**src/rtl/cart_eeprom_ctrl.sv**
```systemverilog
// Serial EEPROM port of the cartridge mapper.
// Register file at I/O C4h-C8h drives 93C46-class Microwire frames on the EE_* pins.
// Valid/ready contract: a register write is accepted only on a CLK edge where
// SEL & WR_STB are high and the block is ready (FSM idle); otherwise it is
// dropped. A go write drops ready on that same edge, and ready stays low until
// the frame has fully completed.
module cart_eeprom_ctrl #(
    parameter int SK_DIV    = 4,
    parameter int ADDR_BITS = 6,
    parameter int POLL_MAX  = 4096
) (
    input  logic       CLK,
    input  logic       RSTn,
    input  logic       SEL,
    input  logic       WR_STB,
    input  logic [7:0] ADDR,
    input  logic [7:0] WDATA,
    output logic [7:0] RDATA,
    output logic       EE_CS,
    output logic       EE_SK,
    output logic       EE_DI,
    input  logic       EE_DO
);

    localparam int CMD_BITS = ADDR_BITS + 3;
    localparam int DIV_W    = $clog2(SK_DIV + 1);
    localparam int POLL_W   = $clog2(POLL_MAX + 1);

    localparam logic [2:0] S_IDLE  = 3'd0;
    localparam logic [2:0] S_SETUP = 3'd1;
    localparam logic [2:0] S_CMD   = 3'd2;
    localparam logic [2:0] S_DIN   = 3'd3;
    localparam logic [2:0] S_DOUT  = 3'd4;
    localparam logic [2:0] S_GAP   = 3'd5;
    localparam logic [2:0] S_POLL  = 3'd6;
    localparam logic [2:0] S_END   = 3'd7;

    localparam logic [1:0] K_READ  = 2'd0;
    localparam logic [1:0] K_WRITE = 2'd1;
    localparam logic [1:0] K_SHORT = 2'd2;

    logic [2:0]          state;
    logic [DIV_W-1:0]    div_cnt;
    logic                tick;
    logic [15:0]         data_q;
    logic [15:0]         cmd_q;
    logic [15:0]         dsr;
    logic [CMD_BITS-1:0] csr;
    logic [4:0]          bit_cnt;
    logic                hp;
    logic [POLL_W-1:0]   poll_cnt;
    logic [1:0]          kind;
    logic                wait_q;
    logic                ready_q;
    logic                done_q;
    logic                err_q;
    logic                wr_ok;
    logic                go;

    assign wr_ok = SEL && WR_STB && ready_q;
    assign go    = wr_ok && (ADDR == 8'hC8) && (WDATA[4] || WDATA[5] || WDATA[6]);
    assign tick  = (state != S_IDLE) && (div_cnt == DIV_W'(SK_DIV - 1));

    // Half-period divider: held at zero while idle so every frame starts aligned.
    always_ff @(posedge CLK or negedge RSTn) begin
        if (!RSTn) begin
            div_cnt <= '0;
        end else if (state == S_IDLE || tick) begin
            div_cnt <= '0;
        end else begin
            div_cnt <= div_cnt + 1'b1;
        end
    end

    // Register file writes and the Microwire frame sequencer.
    always_ff @(posedge CLK or negedge RSTn) begin
        if (!RSTn) begin
            state    <= S_IDLE;
            data_q   <= '0;
            cmd_q    <= '0;
            dsr      <= '0;
            csr      <= '0;
            bit_cnt  <= '0;
            hp       <= 1'b0;
            poll_cnt <= '0;
            kind     <= K_READ;
            wait_q   <= 1'b0;
            ready_q  <= 1'b1;
            done_q   <= 1'b0;
            err_q    <= 1'b0;
            EE_CS    <= 1'b0;
            EE_SK    <= 1'b0;
            EE_DI    <= 1'b0;
        end else begin
            if (wr_ok) begin
                case (ADDR)
                    8'hC4:   data_q[7:0]  <= WDATA;
                    8'hC5:   data_q[15:8] <= WDATA;
                    8'hC6:   cmd_q[7:0]   <= WDATA;
                    8'hC7:   cmd_q[15:8]  <= WDATA;
                    default: ;
                endcase
            end
            case (state)
                S_IDLE: begin
                    if (go) begin
                        state   <= S_SETUP;
                        ready_q <= 1'b0;
                        done_q  <= 1'b0;
                        err_q   <= 1'b0;
                        EE_CS   <= 1'b1;
                        EE_SK   <= 1'b0;
                        EE_DI   <= 1'b0;
                        csr     <= {1'b1, cmd_q[ADDR_BITS+1:0]};
                        dsr     <= data_q;
                        kind    <= WDATA[4] ? K_READ : (WDATA[5] ? K_WRITE : K_SHORT);
                        wait_q  <= WDATA[7] && !WDATA[4] && !WDATA[5];
                    end
                end
                S_SETUP: begin
                    if (tick) begin
                        state   <= S_CMD;
                        hp      <= 1'b0;
                        bit_cnt <= '0;
                        EE_DI   <= csr[CMD_BITS-1];
                        csr     <= {csr[CMD_BITS-2:0], 1'b0};
                    end
                end
                S_CMD: begin
                    if (tick) begin
                        hp    <= !hp;
                        EE_SK <= !hp;
                        if (hp) begin
                            if (bit_cnt == 5'(CMD_BITS - 1)) begin
                                bit_cnt <= '0;
                                if (kind == K_READ) begin
                                    state <= S_DOUT;
                                    EE_DI <= 1'b0;
                                end else if (kind == K_WRITE) begin
                                    state <= S_DIN;
                                    EE_DI <= dsr[15];
                                    dsr   <= {dsr[14:0], 1'b0};
                                end else begin
                                    state <= wait_q ? S_GAP : S_END;
                                    EE_CS <= 1'b0;
                                    EE_DI <= 1'b0;
                                end
                            end else begin
                                bit_cnt <= bit_cnt + 1'b1;
                                EE_DI   <= csr[CMD_BITS-1];
                                csr     <= {csr[CMD_BITS-2:0], 1'b0};
                            end
                        end
                    end
                end
                S_DIN: begin
                    if (tick) begin
                        hp    <= !hp;
                        EE_SK <= !hp;
                        if (hp) begin
                            if (bit_cnt == 5'd15) begin
                                state <= S_GAP;
                                EE_CS <= 1'b0;
                                EE_DI <= 1'b0;
                            end else begin
                                bit_cnt <= bit_cnt + 1'b1;
                                EE_DI   <= dsr[15];
                                dsr     <= {dsr[14:0], 1'b0};
                            end
                        end
                    end
                end
                S_DOUT: begin
                    if (tick) begin
                        hp    <= !hp;
                        EE_SK <= !hp;
                        if (hp) begin
                            // Sample at the falling SK edge that closes the slot.
                            data_q <= {data_q[14:0], EE_DO};
                            if (bit_cnt == 5'd15) begin
                                state <= S_END;
                                EE_CS <= 1'b0;
                            end else begin
                                bit_cnt <= bit_cnt + 1'b1;
                            end
                        end
                    end
                end
                S_GAP: begin
                    if (tick) begin
                        state    <= S_POLL;
                        EE_CS    <= 1'b1;
                        poll_cnt <= '0;
                    end
                end
                S_POLL: begin
                    if (tick) begin
                        if (EE_DO) begin
                            state <= S_END;
                            EE_CS <= 1'b0;
                        end else if (poll_cnt == POLL_W'(POLL_MAX - 1)) begin
                            state <= S_END;
                            EE_CS <= 1'b0;
                            err_q <= 1'b1;
                        end else begin
                            poll_cnt <= poll_cnt + 1'b1;
                        end
                    end
                end
                default: begin
                    state   <= S_IDLE;
                    done_q  <= 1'b1;
                    ready_q <= 1'b1;
                    EE_CS   <= 1'b0;
                    EE_SK   <= 1'b0;
                    EE_DI   <= 1'b0;
                end
            endcase
        end
    end

    // Register readback, combinational from ADDR.
    always_comb begin
        RDATA = 8'h00;
        case (ADDR)
            8'hC4:   RDATA = data_q[7:0];
            8'hC5:   RDATA = data_q[15:8];
            8'hC6:   RDATA = cmd_q[7:0];
            8'hC7:   RDATA = cmd_q[15:8];
            8'hC8:   RDATA = {err_q, 5'b0, done_q, ready_q};
            default: RDATA = 8'h00;
        endcase
    end

endmodule

```
**config.mk**
```make
export PLATFORM = sky130hd
export DESIGN_NAME = cart_eeprom_ctrl
export DESIGN_NICKNAME = d
export VERILOG_FILES = /design/src/rtl/cart_eeprom_ctrl.sv
export SDC_FILE = /design/constraint.sdc
export NUM_CORES = 1
export LEC_CHECK = 0
export BUFFER_PORTS_ARGS = -buffer_cell sky130_fd_sc_hd__buf_4
export CAP_MARGIN = 10
export CORE_ASPECT_RATIO = 1.4
export CORE_MARGIN = 8
export CORE_UTILIZATION = 24
export CTS_CLUSTER_DIAMETER = 60
export DETAILED_ROUTE_END_ITERATION = 12
export GPL_TIMING_DRIVEN = 1
export PLACE_DENSITY = 0.37
export RECOVER_POWER = 50
export SETUP_SLACK_MARGIN = 0.05
export SYNTH_ARGS = -nofsm -noshare
export SYNTH_HDL_FRONTEND = slang
export SYNTH_SLANG_ARGS = --single-unit
```
**constraint.sdc**
```tcl
create_clock -name CLK -period 5.5 [get_ports CLK]
set_clock_uncertainty 0.15 [all_clocks]
set_input_delay 0.55 -clock CLK [delete_from_list [all_inputs] [get_ports CLK]]
set_output_delay 0.55 -clock CLK [all_outputs]
set_load 0.005 [all_outputs]
```
* Word-level counts from Yosys, hierarchy flattened *
Cells that the tools add are included.

word-level totals
  flip-flop bits (word level) = 91
  bits of input ports = 21
  output and inout bits = 11
  logic and storage cells = 201

cells by class
  add/sub/neg operators = 3
  equality and inequality tests = 43
  muxes and demuxes = 92
  bitwise operators = 4
  reductions and logical operators = 41

operators by type and width
  operator                 number
  $mux W16                 13
  $mux W3                  18
  $mux W13                 4
  $pmux W16 S3             1
  $mux W9                  5
  $ne A2 B2 Y1 const B     22
  $eq A8 B8 Y1 const B     5
  $pmux W8 S5              1
  $mux W5                  7
  $mux W1                  28
  $pmux W9 S3              1
  $pmux W13 S2             1
  $pmux W3 S7              1
  $mux W8                  2
  $pmux W5 S3              1
  $reduce_and A14 Y1       1
  $reduce_and A7 Y1        2
  $add A13 B1 Y13 const B  1
  $eq A13 B12 Y1 const B   1
  $reduce_and A13 Y1       1
  $reduce_bool A3 Y1       4
  $eq A5 B4 Y1 const B     2
  $reduce_and A10 Y1       1
  $reduce_and A5 Y1        2
  other kinds (26)         58

* Depth between registers and ports, before layout *
Gate-level depths: netlist of the first run.

  depth after elaboration = 7
  depth in mapped cells = 9

* Worst setup path before layout of the first run *
OpenSTA, ideal clock, no wires.

  path kind = input to register
  start point = in ADDR[2]
  end point = reg dsr[10]
  library setup time = 0.125 ns
  data arrival time = 2.361 ns
  required time = 5.225 ns
  path slack = 2.864 ns
  cell stages on the path = 7
  cells stage by stage = or4b_1 -> nand4b_4 -> a221oi_2 -> and4_1 -> buf_6 -> buf_12 -> mux2_4

on the way
  longest elaborated chain between the ends = 5

ends and longest elaborated chain
  item                                 RTL line  RTL
  start, declared                      16        input logic [7:0] ADDR,
  $eq A8 B8 Y1                         61        assign go = wr_ok && (ADDR == 8'hC8) && (WDATA[4] || WDATA[5] || WDATA[6]);
  $logic_and A1 B1 Y1 (2 in series)    61
  $ne A2 B2 Y1 (no source line)        --
  $reduce_and A10 Y1 (no source line)  --
  end signal, assigned                 115       dsr <= data_q;
  end signal, assigned                 142       dsr <= {dsr[14:0], 1'b0};
  end signal, assigned                 168       dsr <= {dsr[14:0], 1'b0};
  end, declared                        47        logic [15:0] dsr;

Every way passes these cells.
A chain may end at the register's enable or synchronous reset.

==> run_summary.xml, run 1 <==
<?xml version="1.0" encoding="UTF-8"?>
<metrics>
  <group name="pwr">
    <metric name="power_leakage" unit="nW">2.57</metric>
    <metric name="power_report.internal_total" unit="W">0.00165</metric>
    <metric name="powerDensity" unit="nW/µm²">460</metric>
    <metric name="power.share.combinational" unit="%">35.8</metric>
    <metric name="sw_frac_of_total" unit="%">38.2</metric>
    <metric name="clock_power_share" unit="%">24.6</metric>
    <metric name="max-vdd-ir-drop" unit="µV">174</metric>
    <metric name="net-switching-power" unit="W">0.00102</metric>
    <metric name="pwr-share-seq" unit="%">39.6</metric>
  </group>
  <group name="final_layout">
    <metric name="commonest_non_fill_non_tap_cell_in_the_layout" unit="">dfrtp_1</metric>
    <metric name="final_cell_mix" unit="">90 x dfrtp_1, 81 x nand2_1, 43 x mux2_2</metric>
    <metric name="postLayoutCoreUtil" unit="%">27.8</metric>
    <metric name="drive_above_1_share" unit="%">22.7</metric>
    <metric name="synthToLayoutAreaGrowth" unit="%">15.1</metric>
    <metric name="antenna_cells_inserted" unit="">0</metric>
    <metric name="multi_input_area" unit="µm²">2620</metric>
    <metric name="finalInstanceArea" unit="µm²">5830</metric>
    <metric name="fillerInstances" unit="">2261</metric>
    <metric name="finalNetCount" unit="">537</metric>
    <metric name="area.sequential" unit="µm²">2280</metric>
  </group>
  <group name="floorplan">
    <metric name="chipHeight" unit="µm">188</metric>
    <metric name="die-area" unit="µm²">26100</metric>
    <metric name="fp.coreArea" unit="µm²">21000</metric>
    <metric name="starting_density" unit="%">24.2</metric>
    <metric name="chipWidth" unit="µm">139</metric>
    <metric name="placement_rows" unit="">63</metric>
    <metric name="ioPinCount" unit="">32</metric>
  </group>
  <group name="sta">
    <metric name="slew_viol_final" unit="">46</metric>
    <metric name="worstMarginPinSlew" unit="ps">2510</metric>
    <metric name="achievable-frequency" unit="GHz">0.295</metric>
    <metric name="timing.setup.tns" unit="ps">0</metric>
    <metric name="fin_crit" unit="ps">3390</metric>
    <metric name="slew_headroom" unit="%">-67.1</metric>
    <metric name="hold_viol" unit="">0</metric>
    <metric name="grt_setup_unrepaired" unit="">false</metric>
    <metric name="final-setup-viol-count" unit="">0</metric>
    <metric name="min_period_over_period" unit="%">61.6</metric>
    <metric name="fin_hold_ws" unit="ps">287</metric>
  </group>
  <group name="clocking">
    <metric name="clock_latency" unit="ps">360</metric>
    <metric name="numCtsBuffers" unit="">9</metric>
    <metric name="cts.root.buffer_cell" unit="">clkbuf_16</metric>
    <metric name="cts_max_path_buffers" unit="">2</metric>
    <metric name="clock_sink_total" unit="">91</metric>
    <metric name="post_cts_setup_driven_buffer_insertion_count" unit="">0</metric>
    <metric name="cts_resized" unit="">0</metric>
    <metric name="htreeDepth" unit="">3</metric>
    <metric name="ctsHoldBuffers" unit="">0</metric>
    <metric name="cts.clk_slew.worst_paths" unit="ps">70</metric>
    <metric name="cts_tree" unit="">built</metric>
  </group>
  <group name="status">
    <metric name="run_status" unit="">complete, but fails checks</metric>
    <metric name="violations" unit="">max-capacitance violations, max-slew violations</metric>
  </group>
  <group name="global_routing">
    <metric name="largest_net_degree_at_the_start_of_global_routing" unit="">48</metric>
    <metric name="grt_first_pass_wirelength" unit="µm">23200</metric>
    <metric name="antenna_violations_before_repair" unit="">0</metric>
    <metric name="grt.overflow.total" unit="">0</metric>
    <metric name="via_count_of_the_first_global_routing_pass" unit="">3883</metric>
    <metric name="grt_total_usage" unit="%">11.5</metric>
  </group>
  <group name="setup_path">
    <metric name="cp_max_fo" unit="">47</metric>
    <metric name="critical_path_s_slowest_cell" unit="">clkbuf_1</metric>
    <metric name="critical_path.cell_chain" unit="">clkbuf_1, clkbuf_2</metric>
    <metric name="timing.critical_path.to_type" unit="">async pin</metric>
    <metric name="worstSetupStartpointType" unit="">input pin</metric>
    <metric name="critPathTopFamily" unit="">buffers and inverters</metric>
    <metric name="cp.arrival" unit="ps">3510</metric>
    <metric name="critPathRequiredTime" unit="ps">5620</metric>
    <metric name="max_stage_delay" unit="ps">1740</metric>
    <metric name="cp_num_buf_inv" unit="">2</metric>
    <metric name="path_class" unit="">in2async</metric>
  </group>
  <group name="placed_design">
    <metric name="dp.final_hpwl" unit="µm">10700</metric>
    <metric name="detailed_place.area" unit="µm²">5530</metric>
    <metric name="routability_congestion" unit="">0.823</metric>
    <metric name="numPortBuffers" unit="">31</metric>
  </group>
  <group name="drt">
    <metric name="ant_nets" unit="">0</metric>
    <metric name="firstDrtPassIters" unit="">4</metric>
    <metric name="vias_per_cell" unit="">4.87</metric>
    <metric name="via_count_of_the_routed_design" unit="">3773</metric>
    <metric name="routed_wl" unit="µm">14500</metric>
    <metric name="detail_route.wl_per_cell" unit="µm">18.7</metric>
    <metric name="detail_route.drc_violations" unit="">0</metric>
    <metric name="drt_iter0_drc" unit="">187</metric>
  </group>
  <group name="run">
    <metric name="max_cap_violations" unit="">1</metric>
  </group>
  <group name="yosys">
    <metric name="post_synth_num_cell_types" unit="">60</metric>
    <metric name="yosys_warnings" unit="">0</metric>
    <metric name="synthesis.nets" unit="">518</metric>
    <metric name="postSynth.topFlopCell" unit="">dfrtp_1</metric>
    <metric name="yosys.area.top_type" unit="">dfrtp_1</metric>
    <metric name="synth.ff_latch_count" unit="">91</metric>
    <metric name="share_of_async_settable_or_async_resettable_flops_after_synthesis" unit="%">100</metric>
    <metric name="synth_enable_flop_cells" unit="">0</metric>
    <metric name="ys_seq_area_share" unit="%">45.0</metric>
    <metric name="syn_area_per_cell" unit="µm²">10.3</metric>
    <metric name="postSynthCellCount" unit="">491</metric>
    <metric name="synthesis.area" unit="µm²">5060</metric>
    <metric name="top_cells_by_area_in_the_synthesized_netlist" unit="">dfrtp_1 44%, mux2_2 9.6%, nand2_1 6.0%</metric>
    <metric name="post-synth-top-area-fraction" unit="%">44.5</metric>
  </group>
  <group name="worst_hold_path">
    <metric name="worstHoldPathType" unit="">reg2reg</metric>
  </group>
</metrics>
-- cell usage after synthesis, types with 2 or more instances --
master / n
nand2b_1: 8
xor2_1: 8
mux4_2: 8
o21ai_0: 40
nand3b_1: 2
buf_2: 2
mux2i_1: 18
dfrtp_1: 90
o2111ai_1: 5
nand4_1: 5
and3_1: 8
buf_1: 2
a22o_1: 2
nor2_1: 23
inv_1: 13
and2_1: 6
nand3_1: 4
or4_1: 2
a21oi_1: 17
nor2b_1: 12
nor4_1: 4
o22ai_1: 2
a32o_1: 3
ha_1: 6
nor3_1: 4
and3b_1: 2
a221o_1: 2
nand2_1: 81
mux2_2: 43
mux2_4: 9
or3_1: 4
clkbuf_1: 21
o211ai_1: 8
-- worst paths after layout --
path,startpoint,to,slack (ps),cells after the start
worst min register to register,div_cnt[0]$_DFF_PN0_,div_cnt[0]$_DFF_PN0_,290,1
worst max register to register,div_cnt[0]$_DFF_PN0_,dsr[2]$_DFFE_PN0P_,2210,6
min in group asynchronous,RSTn,poll_cnt[4]$_DFFE_PN0P_,800,1
max in group CLK,div_cnt[0]$_DFF_PN0_,dsr[2]$_DFFE_PN0P_,2210,6
worst min-delay path,div_cnt[0]$_DFF_PN0_,div_cnt[0]$_DFF_PN0_,290,1
worst max-delay path,RSTn,dsr[10]$_DFFE_PN0P_,2110,2
-- final cells by class --
cell class / instances / area share (%)
inverter: 13 / 0.837
timing repair buffer: 35 / 4.27
tap: 260 / 5.58
clock inverter: 6 / 1.24
sequential: 91 / 39.1
clock buffer: 10 / 4.10
multi-input combinational: 360 / 44.9
-- sequential cells by signal (all words and copies together) (netlist names) --
name      flops
kind          2
data_q       16
EE_CS         1
dsr          16
EE_DI         1
csr           9
bit_cnt       5
ready_q       1
done_q        1
cmd_q        16
hp            1
poll_cnt     13
EE_SK         1
wait_q        1
div_cnt       3
state         3
err_q         1
-- logic make-up (layout without fill, tap and decap cells) --
| kind of cell | Yosys count | after routing | synth area share, % |
|---|---|---|---|
| flip-flops | 91 | 91 | 45.0 |
| AO/OA/AOI/OAI | 94 | 94 | 12.1 |
| AND/OR/NAND/NOR | 174 | 174 | 17.2 |
| buffers and inverters | 40 | 64 | 3.48 |
| adder cells (fa/ha/maj) | 6 | 6 | 1.48 |
| XOR/XNOR | 8 | 8 | 1.38 |
| multiplexers | 78 | 78 | 19.3 |
-- metrics by stage --
stage / power, W / instances / worst slack [ps]
floorplan: 0.00176 / 491 / 2860
global placement: 0.00204 / 759 / 2110
detailed placement: 0.00205 / 759 / 2100
CTS: 0.00273 / 775 / 2160
global route: 0.00287 / 775 / 1350
finish: 0.00268 / 775 / 2110
-- routing by layer --
metal | share of wire [%] | global-route usage (%)
met1 | 44 | 14.1
met2 | 49 | 18.9
met3 | 3.8 | 1.91
met4 | 2.9 | 6.10
met5 | 0 | 0
-- power by group through the flow --
stage	clock network, W	logic, W	registers [W]
final	0.000659	0.000959	0.00106
after global routing	0.000706	0.00108	0.00109
after CTS	0.000684	0.000981	0.00106
after detailed placement	0	0.000982	0.00107
after global placement	0	0.000964	0.00107
after floorplan	0	0.000818	0.000940
No activity file was read; power rests on OpenSTA's default activity.
==> run 2, diff against run 1 <==
==> constraint.sdc (replaced) <==
create_clock -name CLK -period 3.3 [get_ports CLK]
set_clock_uncertainty 0.15 [all_clocks]
set_input_delay 0.33 -clock CLK [delete_from_list [all_inputs] [get_ports CLK]]
set_output_delay 0.33 -clock CLK [all_outputs]
set_load 0.005 [all_outputs]
==> run_summary.xml, run 2 (synthesized netlist as in run 1, its figures left out) <==
<?xml version="1.0" encoding="UTF-8"?>
<metrics>
  <group name="setup_path">
    <metric name="critPathRequiredTime" unit="ps">3370</metric>
    <metric name="cpMostUsedCell" unit="">ha_1</metric>
    <metric name="timing.critical_path.to_type" unit="">register</metric>
    <metric name="cp.arrival" unit="ps">2770</metric>
    <metric name="critical_path.cell_chain" unit="">ha_1, ha_1, nand2_1, a221oi_2, and4_1, buf_4, mux2_2</metric>
    <metric name="max_stage_delay" unit="ps">450</metric>
    <metric name="critical_path_s_slowest_cell" unit="">ha_1</metric>
    <metric name="worstSetupStartpointType" unit="">register</metric>
    <metric name="cp_max_fo" unit="">16</metric>
    <metric name="path_class" unit="">reg2reg</metric>
  </group>
  <group name="sta">
    <metric name="achievable-frequency" unit="GHz">0.371</metric>
    <metric name="post-route-worst-setup-slack" unit="ps">607</metric>
    <metric name="hold_viol" unit="">0</metric>
    <metric name="timing.setup.tns" unit="ps">0</metric>
    <metric name="slew_headroom" unit="%">-44.1</metric>
    <metric name="min_period_over_period" unit="%">81.6</metric>
    <metric name="grt_setup_unrepaired" unit="">false</metric>
    <metric name="fin_crit" unit="ps">2690</metric>
    <metric name="slew_viol_final" unit="">84</metric>
    <metric name="worstMarginPinSlew" unit="ps">2160</metric>
    <metric name="final-setup-viol-count" unit="">0</metric>
  </group>
  <group name="placed_design">
    <metric name="numPortBuffers" unit="">31</metric>
    <metric name="post-place-ws" unit="ps">492</metric>
    <metric name="dp.final_hpwl" unit="µm">10600</metric>
    <metric name="placed_cells_incl_taps" unit="">769</metric>
    <metric name="routability_congestion" unit="">0.812</metric>
    <metric name="detailed_place.area" unit="µm²">5610</metric>
  </group>
  <group name="status">
    <metric name="violations" unit="">max-capacitance violations, max-slew violations</metric>
    <metric name="run_status" unit="">complete, but fails checks</metric>
  </group>
  <group name="clocking">
    <metric name="numCtsBuffers" unit="">9</metric>
    <metric name="cts_resized" unit="">0</metric>
    <metric name="ctsHoldBuffers" unit="">0</metric>
    <metric name="cts_tree" unit="">built</metric>
    <metric name="post_cts_setup_driven_buffer_insertion_count" unit="">0</metric>
    <metric name="htreeDepth" unit="">3</metric>
    <metric name="clock_sink_total" unit="">91</metric>
    <metric name="cts.clk_slew.worst_paths" unit="ps">70</metric>
    <metric name="cts.root.buffer_cell" unit="">clkbuf_16</metric>
    <metric name="clock_latency" unit="ps">340</metric>
    <metric name="cts_max_path_buffers" unit="">2</metric>
  </group>
  <group name="final_layout">
    <metric name="final_cell_mix" unit="">90 x dfrtp_1, 81 x nand2_1, 43 x mux2_2</metric>
    <metric name="largestRegisters" unit="">cmd_q: 16 flops, data_q: 16 flops, dsr: 16 flops</metric>
    <metric name="synthToLayoutAreaGrowth" unit="%">16.1</metric>
    <metric name="commonest_non_fill_non_tap_cell_in_the_layout" unit="">dfrtp_1</metric>
    <metric name="antenna_cells_inserted" unit="">0</metric>
    <metric name="finalInstanceArea" unit="µm²">5880</metric>
    <metric name="drive_above_1_share" unit="%">23.6</metric>
    <metric name="instances_no_fill" unit="">785</metric>
    <metric name="finalNetCount" unit="">547</metric>
    <metric name="fillerInstances" unit="">2258</metric>
  </group>
  <group name="global_routing">
    <metric name="grt_first_pass_wirelength" unit="µm">23200</metric>
    <metric name="grt_total_usage" unit="%">11.2</metric>
    <metric name="largest_net_degree_at_the_start_of_global_routing" unit="">84</metric>
    <metric name="antenna_violations_before_repair" unit="">0</metric>
    <metric name="via_count_of_the_first_global_routing_pass" unit="">4026</metric>
    <metric name="grt.overflow.total" unit="">0</metric>
  </group>
  <group name="drt">
    <metric name="firstDrtPassIters" unit="">4</metric>
    <metric name="detail_route.drc_violations" unit="">0</metric>
    <metric name="drt_iter0_drc" unit="">129</metric>
    <metric name="detail_route.wl_per_cell" unit="µm">18.0</metric>
    <metric name="vias_per_cell" unit="">4.85</metric>
    <metric name="routed_wl" unit="µm">14100</metric>
    <metric name="via_count_of_the_routed_design" unit="">3804</metric>
    <metric name="ant_nets" unit="">0</metric>
  </group>
  <group name="pwr">
    <metric name="powerDensity" unit="nW/µm²">758</metric>
    <metric name="power_leakage" unit="nW">2.61</metric>
    <metric name="max-vdd-ir-drop" unit="µV">262</metric>
  </group>
  <group name="worst_hold_path">
    <metric name="worstHoldPathType" unit="">in2reg</metric>
  </group>
  <group name="floorplan">
    <metric name="starting_density" unit="%">24.2</metric>
    <metric name="fp.coreArea" unit="µm²">21000</metric>
    <metric name="placement_rows" unit="">63</metric>
    <metric name="chipHeight" unit="µm">188</metric>
    <metric name="ioPinCount" unit="">32</metric>
    <metric name="chipWidth" unit="µm">139</metric>
    <metric name="die-area" unit="µm²">26100</metric>
  </group>
  <group name="run">
    <metric name="max_cap_violations" unit="">1</metric>
  </group>
</metrics>
[run 2: power by group]
part           switching (W)  internal [W]
clock               0.000460      0.000593
sequential          0.000304       0.00141
combinational       0.000913      0.000781
total                0.00168       0.00278
[run 2: layer usage]
metal	up-vias	GRT usage (%)	part of all wire, %
li1	1823	-	-
met3	10	2.06	3.7
met1	1893	13.8	45
met5	-	0	0
met4	0	3.47	1.3
met2	78	19.5	50
[run 2: path summary, 6_finish.rpt]
kind | slack, ps | cells after the start | from | to
min in group asynchronous | 430 | 1 | RSTn | poll_cnt[4]$_DFFE_PN0P_
setup reg to reg | 610 | 7 | div_cnt[0]$_DFF_PN0_ | dsr[4]$_DFFE_PN0P_
hold / removal | 110 | 2 | WDATA[0] | cmd_q[0]$_DFFE_PN0P_
max in group asynchronous | 1260 | 1 | RSTn | dsr[1]$_DFFE_PN0P_
setup / recovery | 610 | 7 | div_cnt[0]$_DFF_PN0_ | dsr[4]$_DFFE_PN0P_
hold reg to reg | 290 | 1 | div_cnt[0]$_DFF_PN0_ | div_cnt[0]$_DFF_PN0_
[run 2: area by class of cell]
type / instances / area, µm² / area share, %
tap: 260 / 325 / 5.53
inverter: 13 / 48.8 / 0.830
clock buffer: 9 / 225 / 3.83
sequential: 91 / 2280 / 38.7
multi-input combinational: 360 / 2620 / 44.5
clock inverter: 7 / 75.1 / 1.28
timing repair buffer: 45 / 313 / 5.32
[run 2: critical path: cells and delay by family (launching register included)]
family                   cells  cell delay, ps
adder cells (fa/ha/maj)      2             610
AND/OR/NAND/NOR              2             480
multiplexers                 1             370
flip-flops                   1             360
AO/OA/AOI/OAI                1             320
buffers and inverters        1             280
[run 2: through the flow]
| stage | hold WS (ps) | utilization (%) | power (W) |
|---|---|---|---|
| after global placement | 275 | 26.7 | 0.00345 |
| after detailed placement | 286 | 26.7 | 0.00347 |
| after global routing | 102 | 28.1 | 0.00480 |
| after CTS | 87.0 | 28.2 | 0.00455 |
| after floorplan | -116 | - | 0.00293 |
| final | 105 | 28.1 | 0.00446 |
==> run 3, diff against run 2 <==
==> constraint.sdc (replaced) <==
create_clock -name CLK -period 2.71 [get_ports CLK]
set_clock_uncertainty 0.15 [all_clocks]
set_input_delay 0.271 -clock CLK [delete_from_list [all_inputs] [get_ports CLK]]
set_output_delay 0.271 -clock CLK [all_outputs]
set_load 0.005 [all_outputs]
==> run_summary.xml, run 3 (synthesized netlist as in run 1, its figures left out) <==
<?xml version="1.0" encoding="UTF-8"?>
<metrics>
  <group name="sta">
    <metric name="worstMarginPinSlew" unit="ps">1150</metric>
    <metric name="final-setup-viol-count" unit="">0</metric>
    <metric name="achievable-frequency" unit="GHz">0.400</metric>
    <metric name="min_period_over_period" unit="%">92.2</metric>
    <metric name="fin_crit" unit="ps">2500</metric>
    <metric name="hold_viol" unit="">0</metric>
    <metric name="slew_viol_final" unit="">0</metric>
    <metric name="timing.setup.tns" unit="ps">0</metric>
    <metric name="grt_setup_unrepaired" unit="">false</metric>
    <metric name="fin_hold_ws" unit="ps">37.8</metric>
    <metric name="slew_headroom" unit="%">23.6</metric>
  </group>
  <group name="worst_hold_path">
    <metric name="worstHoldPathType" unit="">in2reg</metric>
  </group>
  <group name="floorplan">
    <metric name="ioPinCount" unit="">32</metric>
    <metric name="starting_density" unit="%">24.2</metric>
    <metric name="die-area" unit="µm²">26100</metric>
    <metric name="placement_rows" unit="">63</metric>
    <metric name="chipWidth" unit="µm">139</metric>
    <metric name="fp.coreArea" unit="µm²">21000</metric>
    <metric name="chipHeight" unit="µm">188</metric>
  </group>
  <group name="setup_path">
    <metric name="timing.critical_path.to_type" unit="">register</metric>
    <metric name="cp_max_fo" unit="">6</metric>
    <metric name="critPathRequiredTime" unit="ps">2790</metric>
    <metric name="path_class" unit="">reg2reg</metric>
    <metric name="worstSetupStartpointType" unit="">register</metric>
    <metric name="cp.arrival" unit="ps">2580</metric>
  </group>
  <group name="placed_design">
    <metric name="placed_cells_incl_taps" unit="">780</metric>
    <metric name="numPortBuffers" unit="">31</metric>
    <metric name="detailed_place.area" unit="µm²">5710</metric>
    <metric name="dp.final_hpwl" unit="µm">10700</metric>
    <metric name="routability_congestion" unit="">0.800</metric>
  </group>
  <group name="final_layout">
    <metric name="synthToLayoutAreaGrowth" unit="%">19.2</metric>
    <metric name="antenna_cells_inserted" unit="">0</metric>
    <metric name="drive_above_1_share" unit="%">26.3</metric>
    <metric name="final_cell_mix" unit="">90 x dfrtp_1, 81 x nand2_1, 49 x buf_4</metric>
    <metric name="finalInstanceArea" unit="µm²">6040</metric>
    <metric name="fillerInstances" unit="">2236</metric>
    <metric name="instances_no_fill" unit="">797</metric>
    <metric name="largestRegisters" unit="">cmd_q: 16 flops, data_q: 16 flops, dsr: 16 flops</metric>
    <metric name="finalNetCount" unit="">559</metric>
    <metric name="commonest_non_fill_non_tap_cell_in_the_layout" unit="">dfrtp_1</metric>
  </group>
  <group name="drt">
    <metric name="detail_route.wl_per_cell" unit="µm">17.9</metric>
    <metric name="firstDrtPassIters" unit="">4</metric>
    <metric name="routed_wl" unit="µm">14300</metric>
    <metric name="via_count_of_the_routed_design" unit="">3859</metric>
    <metric name="detail_route.drc_violations" unit="">0</metric>
    <metric name="vias_per_cell" unit="">4.84</metric>
    <metric name="drt_iter0_drc" unit="">189</metric>
    <metric name="ant_nets" unit="">0</metric>
  </group>
  <group name="clocking">
    <metric name="cts_tree" unit="">built</metric>
    <metric name="clock_sink_total" unit="">91</metric>
    <metric name="cts.root.buffer_cell" unit="">clkbuf_16</metric>
    <metric name="htreeDepth" unit="">3</metric>
    <metric name="numCtsBuffers" unit="">9</metric>
    <metric name="cts_max_path_buffers" unit="">2</metric>
    <metric name="clock_latency" unit="ps">350</metric>
    <metric name="cts.clk_slew.worst_paths" unit="ps">70</metric>
  </group>
  <group name="pwr">
    <metric name="max-vdd-ir-drop" unit="µV">365</metric>
    <metric name="power_leakage" unit="nW">2.70</metric>
    <metric name="powerDensity" unit="nW/µm²">937</metric>
  </group>
  <group name="global_routing">
    <metric name="grt_total_usage" unit="%">11.5</metric>
    <metric name="largest_net_degree_at_the_start_of_global_routing" unit="">49</metric>
    <metric name="grt_first_pass_wirelength" unit="µm">23600</metric>
    <metric name="antenna_violations_before_repair" unit="">0</metric>
    <metric name="grt.overflow.total" unit="">0</metric>
    <metric name="via_count_of_the_first_global_routing_pass" unit="">4150</metric>
  </group>
  <group name="run">
    <metric name="max_cap_violations" unit="">0</metric>
  </group>
  <group name="status">
    <metric name="run_status" unit="">finished clean</metric>
  </group>
</metrics>
==> run 3: cell count changes in the layout (fill, tap and decap cells not counted) <==
cell	before	now
clkbuf_1	6	2
buf_4	38	49
a22o_1	2	1
a22o_2	0	1
bufinv_16	1	2
clkinv_2	2	0
clkbuf_4	0	3
clkbuf_8	0	1
buf_12	0	1
dlygate4sd3_1	0	1
ha_2	0	1
ha_1	6	5
==> run 3: routing by layer <==
layer	share of wire (%)	up-vias	GRT usage (%)
met3	3.0	21	1.91
met4	2.8	0	5.63
li1	-	1839	-
met1	45	1937	14.0
met2	49	62	19.4
met5	0	-	0
==> run 3: path summary, 6_finish.rpt <==
kind	startpoint	to	slack, ps	cells after the start
hold / removal	WDATA[3]	cmd_q[3]$_DFFE_PN0P_	40	2
setup / recovery	bit_cnt[0]$_DFFE_PN0P_	bit_cnt[4]$_DFFE_PN0P_	210	8
setup reg to reg	bit_cnt[0]$_DFFE_PN0P_	bit_cnt[4]$_DFFE_PN0P_	210	8
hold reg to reg	div_cnt[0]$_DFF_PN0_	div_cnt[0]$_DFF_PN0_	300	1
min in group asynchronous	RSTn	poll_cnt[4]$_DFFE_PN0P_	530	2
max in group asynchronous	RSTn	data_q[1]$_DFF_PN0_	480	3
==> run 3: where the power goes <==
group	switching, W	internal, W
clock	0.000588	0.000844
sequential	0.000299	0.00171
combinational	0.00118	0.00103
total	0.00207	0.00359
==> run 3: metrics by stage <==
step / util [%] / power [W] / setup slack [ps]
6_report: 28.8 / 0.00566 / 212
5_1_grt: 28.8 / 0.00611 / 53.3
4_1_cts: 28.9 / 0.00575 / 102
3_5_place_dp: 27.3 / 0.00429 / 83.5
3_3_place_gp: 27.3 / 0.00427 / 137
2_1_floorplan: - / 0.00357 / 353
==> run 3: timing repair <==
item | CTS | global route
gates resized for setup | 0 | 2
hold buffers | 1 | 0
endpoints found under the setup margin | 0 | 8
setup buffers | 0 | 0
hold endpoints to repair | 42 | 0
==> run 3: final cells by class <==
cell class	count	area, µm²	area share [%]
Clock buffer	10	239	3.96
Clock inverter	6	95.1	1.57
Inverter	13	48.8	0.808
Multi-Input combinational cell	360	2620	43.4
Sequential cell	91	2280	37.7
Tap cell	260	325	5.39
Timing Repair Buffer	57	433	7.17
==> run 3: worst max-delay path, stage by stage, from the launching register on <==
cell,delay (ps)
dfrtp_1,400
ha_1,230
and3_1,190
ha_1,260
and2_1,180
o21ai_0,150
a22o_2,230
and2_1,240
mux2_2,360
